## config.mk

```make
export PLATFORM = sky130hd
export DESIGN_NAME = aes_key_expansion
export DESIGN_NICKNAME = d
export VERILOG_FILES = /design/src/rtl/aes_key_expansion.sv
export SDC_FILE = /design/constraint.sdc
export NUM_CORES = 2
export LEC_CHECK = 0
export ABC_CLOCK_PERIOD_IN_PS = 6480
export CORE_AREA = 2 2 609 611
export CTS_CLUSTER_SIZE = 24
export DETAILED_ROUTE_END_ITERATION = 6
export DIE_AREA = 0 0 611 613
export SYNTH_ARGS = -nofsm -noshare
export SYNTH_HDL_FRONTEND = slang
export SYNTH_SLANG_ARGS = --single-unit
export TNS_END_PERCENT = 10
```

## constraint.sdc

```tcl
create_clock -name clk -period 6.48 [get_ports clk]
set_input_delay 1.296 -clock clk [delete_from_list [all_inputs] [get_ports clk]]
set_output_delay 1.296 -clock clk [all_outputs]
set_load 0.05 [all_outputs]
```

## src/rtl/aes_key_expansion.sv

```systemverilog
`default_nettype none
// ============================================================================
// Module      : aes_key_expansion
// Description : Iterative AES-128 key schedule. Accepts one 128-bit cipher
//               key over a valid/ready handshake and produces one round key
//               per clock into an 11-entry register bank (rk0..rk10).
// Ports       : clk, rst         - clock, synchronous active-high reset
//               key_in           - cipher key, w0 = [127:96], byte 0 = [127:120]
//               key_valid        - key_in is valid this cycle
//               key_ready        - block can accept a key (IDLE or DONE)
//               keys_valid       - all 11 round keys complete and stable
//               busy             - expansion in progress
//               round_keys       - flattened bank, rk i = [128*i +: 128]
// Revision    : 1.0 - initial release
// ============================================================================
module aes_key_expansion (
    input  logic            clk,
    input  logic            rst,
    input  logic [127:0]    key_in,
    input  logic            key_valid,
    output logic            key_ready,
    output logic            keys_valid,
    output logic            busy,
    output logic [1407:0]   round_keys
);

    localparam int c_NUM_KEYS = 11;
    localparam logic [3:0] c_LAST_RND = 4'd10;

    // Forward S-box, entry 0 in the most significant byte.
    localparam logic [2047:0] c_SBOX = {
        128'h637c777bf26b6fc53001672bfed7ab76,
        128'hca82c97dfa5947f0add4a2af9ca472c0,
        128'hb7fd9326363ff7cc34a5e5f171d83115,
        128'h04c723c31896059a071280e2eb27b275,
        128'h09832c1a1b6e5aa0523bd6b329e32f84,
        128'h53d100ed20fcb15b6acbbe394a4c58cf,
        128'hd0efaafb434d338545f9027f503c9fa8,
        128'h51a3408f929d38f5bcb6da2110fff3d2,
        128'hcd0c13ec5f974417c4a77e3d645d1973,
        128'h60814fdc222a908846eeb814de5e0bdb,
        128'he0323a0a4906245cc2d3ac629195e479,
        128'he7c8376d8dd54ea96c56f4ea657aae08,
        128'hba78252e1ca6b4c6e8dd741f4bbd8b8a,
        128'h703eb5664803f60e613557b986c11d9e,
        128'he1f8981169d98e949b1e87e9ce5528df,
        128'h8ca1890dbfe6426841992d0fb054bb16
    };

    typedef enum logic [1:0] {
        IDLE   = 2'd0,
        EXPAND = 2'd1,
        DONE   = 2'd2
    } state_t;

    state_t         r_state;
    state_t         w_state_next;
    logic [3:0]     r_rnd;
    logic           r_keys_valid;
    logic [127:0]   r_bank [c_NUM_KEYS];

    logic           w_accept;
    logic           w_last;
    logic [127:0]   w_prev;
    logic [31:0]    w_rot;
    logic [31:0]    w_sub;
    logic [7:0]     w_rcon;
    logic [31:0]    w_t;
    logic [31:0]    w_n0;
    logic [31:0]    w_n1;
    logic [31:0]    w_n2;
    logic [31:0]    w_n3;

    function automatic logic [7:0] sbox(input logic [7:0] b);
        logic [10:0] idx;
        idx = {b, 3'b000};
        return c_SBOX[11'd2047 - idx -: 8];
    endfunction

    function automatic logic [7:0] rcon(input logic [3:0] rnd);
        case (rnd)
            4'd1:    return 8'h01;
            4'd2:    return 8'h02;
            4'd3:    return 8'h04;
            4'd4:    return 8'h08;
            4'd5:    return 8'h10;
            4'd6:    return 8'h20;
            4'd7:    return 8'h40;
            4'd8:    return 8'h80;
            4'd9:    return 8'h1b;
            4'd10:   return 8'h36;
            default: return 8'h00;
        endcase
    endfunction

    // ------------------------------------------------------------------
    // Handshake / status decode
    // ------------------------------------------------------------------
    assign busy       = (r_state == EXPAND);
    assign key_ready  = ~busy;
    assign keys_valid = r_keys_valid;
    assign w_accept   = key_valid && key_ready;
    assign w_last     = (r_rnd == c_LAST_RND);

    // ------------------------------------------------------------------
    // Round computation: previous key is rk[rnd-1]. Selected with an
    // explicit compare loop so rnd=0 never produces an out-of-range index.
    // ------------------------------------------------------------------
    always_comb begin
        w_prev = '0;
        for (int i = 0; i < c_NUM_KEYS - 1; i++) begin
            if (r_rnd == 4'(i + 1)) begin
                w_prev = r_bank[i];
            end
        end
    end

    assign w_rot  = {w_prev[23:0], w_prev[31:24]};
    assign w_sub  = {sbox(w_rot[31:24]), sbox(w_rot[23:16]),
                     sbox(w_rot[15:8]),  sbox(w_rot[7:0])};
    assign w_rcon = rcon(r_rnd);
    assign w_t    = w_sub ^ {w_rcon, 24'h0};
    assign w_n0   = w_prev[127:96] ^ w_t;
    assign w_n1   = w_prev[95:64]  ^ w_n0;
    assign w_n2   = w_prev[63:32]  ^ w_n1;
    assign w_n3   = w_prev[31:0]   ^ w_n2;

    // ------------------------------------------------------------------
    // FSM
    // ------------------------------------------------------------------
    always_ff @(posedge clk) begin
        if (rst) begin
            r_state <= IDLE;
        end else begin
            r_state <= w_state_next;
        end
    end

    always_comb begin
        w_state_next = r_state;
        case (r_state)
            IDLE:    if (w_accept) w_state_next = EXPAND;
            EXPAND:  if (w_last)   w_state_next = DONE;
            DONE:    if (w_accept) w_state_next = EXPAND;
            default: w_state_next = IDLE;
        endcase
    end

    // ------------------------------------------------------------------
    // Round counter, bank and keys_valid
    // ------------------------------------------------------------------
    always_ff @(posedge clk) begin
        if (rst) begin
            r_rnd        <= 4'd0;
            r_keys_valid <= 1'b0;
            for (int i = 0; i < c_NUM_KEYS; i++) begin
                r_bank[i] <= '0;
            end
        end else if (w_accept) begin
            r_bank[0]    <= key_in;
            r_rnd        <= 4'd1;
            r_keys_valid <= 1'b0;
        end else if (r_state == EXPAND) begin
            for (int i = 1; i < c_NUM_KEYS; i++) begin
                if (r_rnd == 4'(i)) begin
                    r_bank[i] <= {w_n0, w_n1, w_n2, w_n3};
                end
            end
            // rnd stops at 10 so DONE holds a frozen, in-range counter.
            if (w_last) begin
                r_keys_valid <= 1'b1;
            end else begin
                r_rnd <= r_rnd + 4'd1;
            end
        end
    end

    generate
        for (genvar gi = 0; gi < c_NUM_KEYS; gi++) begin : g_out
            assign round_keys[128*gi +: 128] = r_bank[gi];
        end
    endgenerate

endmodule
`default_nettype wire

```

==> qor.csv <==
stage;metric;value;unit
clock_tree;Max H-tree Level;4;
detailed_routing;DRC violations left;0;
final_layout;# nets final;10390;
sta;fin. max-slew vios;0;
detailed_routing;DR iter-0 viols;14550;
detailed_routing;WL final;690000;um
sta;Tightest Pin Transition;1.292;ns
synth;register area share after synthesis;52.25;%
clock_tree;root buffer cell;clkbuf_16;
synth;asr flop ratio synth;0;%
floorplan;# IOs;1542;
synth;Synth Cell Area;81190;um2
pwr;Worst IR Drop VDD;0.2372;mV
final_layout;layout cells sized above 1;17.03;%
floorplan;Initial Util;22.08;%
synth;Post-synth top flop;edfxtp_1;
detailed_routing;Final ANT Viol Nets;0;
clock_tree;CTS clk-pin slew, worst paths;0.06;ns
clock_tree;CTS tree;built;
clock_tree;total CTS buffers;175;
setup_path;Worst Setup Path Type;flip-flop to flip-flop;
final_layout;final cell count without fillers;15190;
pwr;leakage power;41.84;nW
sta;Final WS setup;-0.1766;ns
setup_path;WP data required;7.04;ns
synth;Syn Area/Cell;9.910;um2
detailed_routing;drt wl/cell;45.43;um
placed_design;Placer Congestion;1.012;
placed_design;Post-DP HPWL;530500;um
placed_design;IO buf count;1541;
clock_tree;CTS max path bufs;4;
detailed_routing;First-pass DRT Iterations;6;
final_layout;post-route cell area;116700;um2
detailed_routing;Vias per Instance;5.872;
placed_design;placed cell area;110900;um2
grt;overall routing resource usage;35.24;%
pwr;pwr dens;304.5;nW/um2
sta;skew final;0.1225;ns
synth;Synth cell types;124;
clock_tree;Hold-fix buffers, CTS;0;
setup_path;crit end category;flip-flop;
grt;initial antenna violation count;63;
grt;first-pass GRT wire length;875300;um
sta;RSZ-0062 raised after global routing;yes;
grt;vias in the first global route;81990;
synth;synthesized instance count;8193;
sta;endpoints failing setup;46;
clock_tree;worst-skew pair later-pin latency;0.96;ns
sta;Max transition margin;12.98;%
floorplan;core outline area;367700;um2
clock_tree;clock sinks;1415;
floorplan;die footprint;374500;um2
synth;Synth Register Bits;1415;
setup_path;Reg2Reg Setup Slack;-0.18;ns
outcome;status;complete, but fails checks;
sta;Final Cycle Share;102.7;%
sta;Fin. Hold Viols;0;
synth;syn nets;8386;
outcome;failing checks;negative setup slack;
detailed_routing;total number of vias;89180;
final_layout;Area Overhead vs Synth;43.68;%
synth;Post-synth EDFFs;1408;
hold_path;Hold WC Path Type;flip-flop to flip-flop;
synth;synth warn;0;
sta;fmax;150.2;MHz
floorplan;Die Span X;611;um
run;MaxCap Viol Count;0;
sta;final worst path period need;6.657;ns
setup_path;Critical Path AT;7.22;ns
setup_path;Worst Setup Start Kind;flip-flop;
sta;Final TNS setup;-4.043;ns
grt;pin count of the biggest net entering global routing;104;
grt;GRT Residual Overflow;0;
floorplan;DIE HEIGHT;613;um
placed_design;pre-CTS setup slack;-0.3352;ns
floorplan;row cnt;223;
placed_design;dpl cells;14840;
setup_path;crit-path max FO;45;
## state kept, by name, indices dropped and copies added (netlist names)
register / cells
r_bank: 1408
keys_valid: 1
r_rnd: 4
r_state: 2
## synth_stat cells (36+ instances only)
library cell | instances | area (um2)
nor2_1 | 1616 | 6066
a21oi_1 | 556 | 2783
a2111oi_0 | 49 | 429.2
xnor2_1 | 97 | 849.6
and2_1 | 146 | 913.4
o311ai_0 | 39 | 341.6
o31ai_1 | 39 | 292.8
o41ai_1 | 48 | 420.4
a311oi_1 | 48 | 420.4
o32ai_1 | 38 | 332.8
nand2b_1 | 36 | 225.2
a221o_1 | 41 | 410.4
nand2_1 | 461 | 1730
a221oi_1 | 129 | 1130
nand4_1 | 71 | 444.2
edfxtp_1 | 1408 | 42280
o221ai_1 | 48 | 420.4
xnor2_2 | 47 | 764.5
a211oi_1 | 114 | 855.8
nand3_1 | 228 | 1141
ha_1 | 62 | 775.7
buf_1 | 70 | 262.8
buf_2 | 237 | 1186
a22oi_1 | 201 | 1509
nor2b_1 | 37 | 231.5
o22ai_1 | 74 | 462.9
a31oi_1 | 99 | 619.3
clkbuf_1 | 459 | 1723
o21ai_0 | 429 | 2147
o211ai_1 | 211 | 1584
inv_1 | 54 | 202.7
nand3b_1 | 38 | 285.3
nor3_1 | 148 | 740.7
buf_4 | 60 | 450.4
nor4_1 | 72 | 450.4
buf_6 | 48 | 540.5
o2111ai_1 | 36 | 315.3
## placed cells by master, fill, tap and decap left out, types with 40 or more instances in the layout
cell / synthesis / final
o22ai_1: 74 / 73
ha_1: 62 / 56
o41ai_1: 48 / 48
clkbuf_16: 0 / 176
clkinv_1: 4 / 40
and2_1: 146 / 147
nand2_1: 461 / 456
nor4_1: 72 / 71
nor2_1: 1616 / 1595
o211ai_1: 211 / 211
xnor2_2: 47 / 75
a2111oi_0: 49 / 45
inv_1: 54 / 54
buf_12: 0 / 203
clkdlybuf4s50_1: 0 / 1530
a211oi_1: 114 / 111
a221o_1: 41 / 41
nand3_1: 228 / 226
o221ai_1: 48 / 46
o21ai_0: 429 / 420
a22oi_1: 201 / 194
a311oi_1: 48 / 47
xnor2_1: 97 / 56
nand4_1: 71 / 71
a21oi_1: 556 / 542
a221oi_1: 129 / 126
nor3_1: 148 / 145
buf_4: 60 / 955
a31oi_1: 99 / 99
edfxtp_1: 1408 / 1408
## worst max-delay path: stages, from the launching register on
cell      delay [ns]
dfxtp_1         0.51
ha_4            0.32
buf_12          0.22
buf_4           0.25
nor3b_4         0.82
buf_12          0.35
a221o_1         0.28
o21ai_0         0.12
a311oi_1        0.45
a21oi_1         0.10
o21ai_0         0.71
o21ai_0         0.24
o21ai_0         0.58
xnor2_2         0.15
buf_4           0.22
xnor2_2         0.38
xnor2_2         0.18
buf_12          0.19
nor2_1          0.07
## repair_timing
action	CTS	global route
endpoints found under the setup margin	149	136
gates resized for setup	11	13
setup buffers	4	5
pin swaps	2	1
## per-layer routing
layer	track usage, %	vias up	share of wire, %
li1	-	35020	-
met1	42.65	45260	37
met2	53.57	7349	43
met3	9.920	1536	11
met4	25.58	22	9.2
met5	0	-	0.018
## cells by family (layout without fill, tap and decap cells)
kind of cell	after synthesis	count (layout)	share of synthesized area [%]
AND/OR/NAND/NOR	3040	3040	16.84
XOR/XNOR	182	182	2.678
adder cells (fa/ha/maj)	62	62	0.9554
AO/OA/AOI/OAI	2528	2528	21.54
other	0	27	0
buffers and inverters	942	3073	5.444
flip-flops	1415	1415	52.25
multiplexers	24	24	0.3020
## worst paths after layout
check | start | cells past startpoint | endpoint
setup / recovery | r_rnd[1] | 18 | r_bank[7][8]
hold / removal | r_state[1] | 2 | r_state[1]
setup reg to reg | r_rnd[1] | 18 | r_bank[7][8]
hold reg to reg | r_state[1] | 2 | r_state[1]
## cell type report
type | instances | area (um2)
Sequential cell | 1415 | 42430
Fill cell | 37840 | 251100
Clock inverter | 101 | 1013
Antenna cell | 27 | 67.56
Inverter | 68 | 257.7
Clock buffer | 208 | 4524
Timing Repair Buffer | 2696 | 26650
Multi-Input combinational cell | 5836 | 35660
Tap cell | 4837 | 6052
## metrics by stage
stage / hold WS, ns / power (mW) / util [%]
4_1_cts: 0.4799 / 35.17 / 31.68
3_3_place_gp: 0.4557 / 25.29 / 30.12
5_1_grt: 0.5186 / 35.84 / 31.71
6_report: 0.4738 / 35.53 / 31.72
3_5_place_dp: 0.4674 / 25.16 / 30.15
2_1_floorplan: 0.4477 / 16.43 / -
## where the power goes
group          total (mW)  internal (mW)  switching, mW  leakage, nW
Sequential           11.1           10.6          0.474         14.7
Combinational        14.3           4.37           9.94         24.5
Clock                10.1           5.57           4.52         2.70
Total                35.5           20.6           14.9         41.8
(Power assumes the default switching activity.)
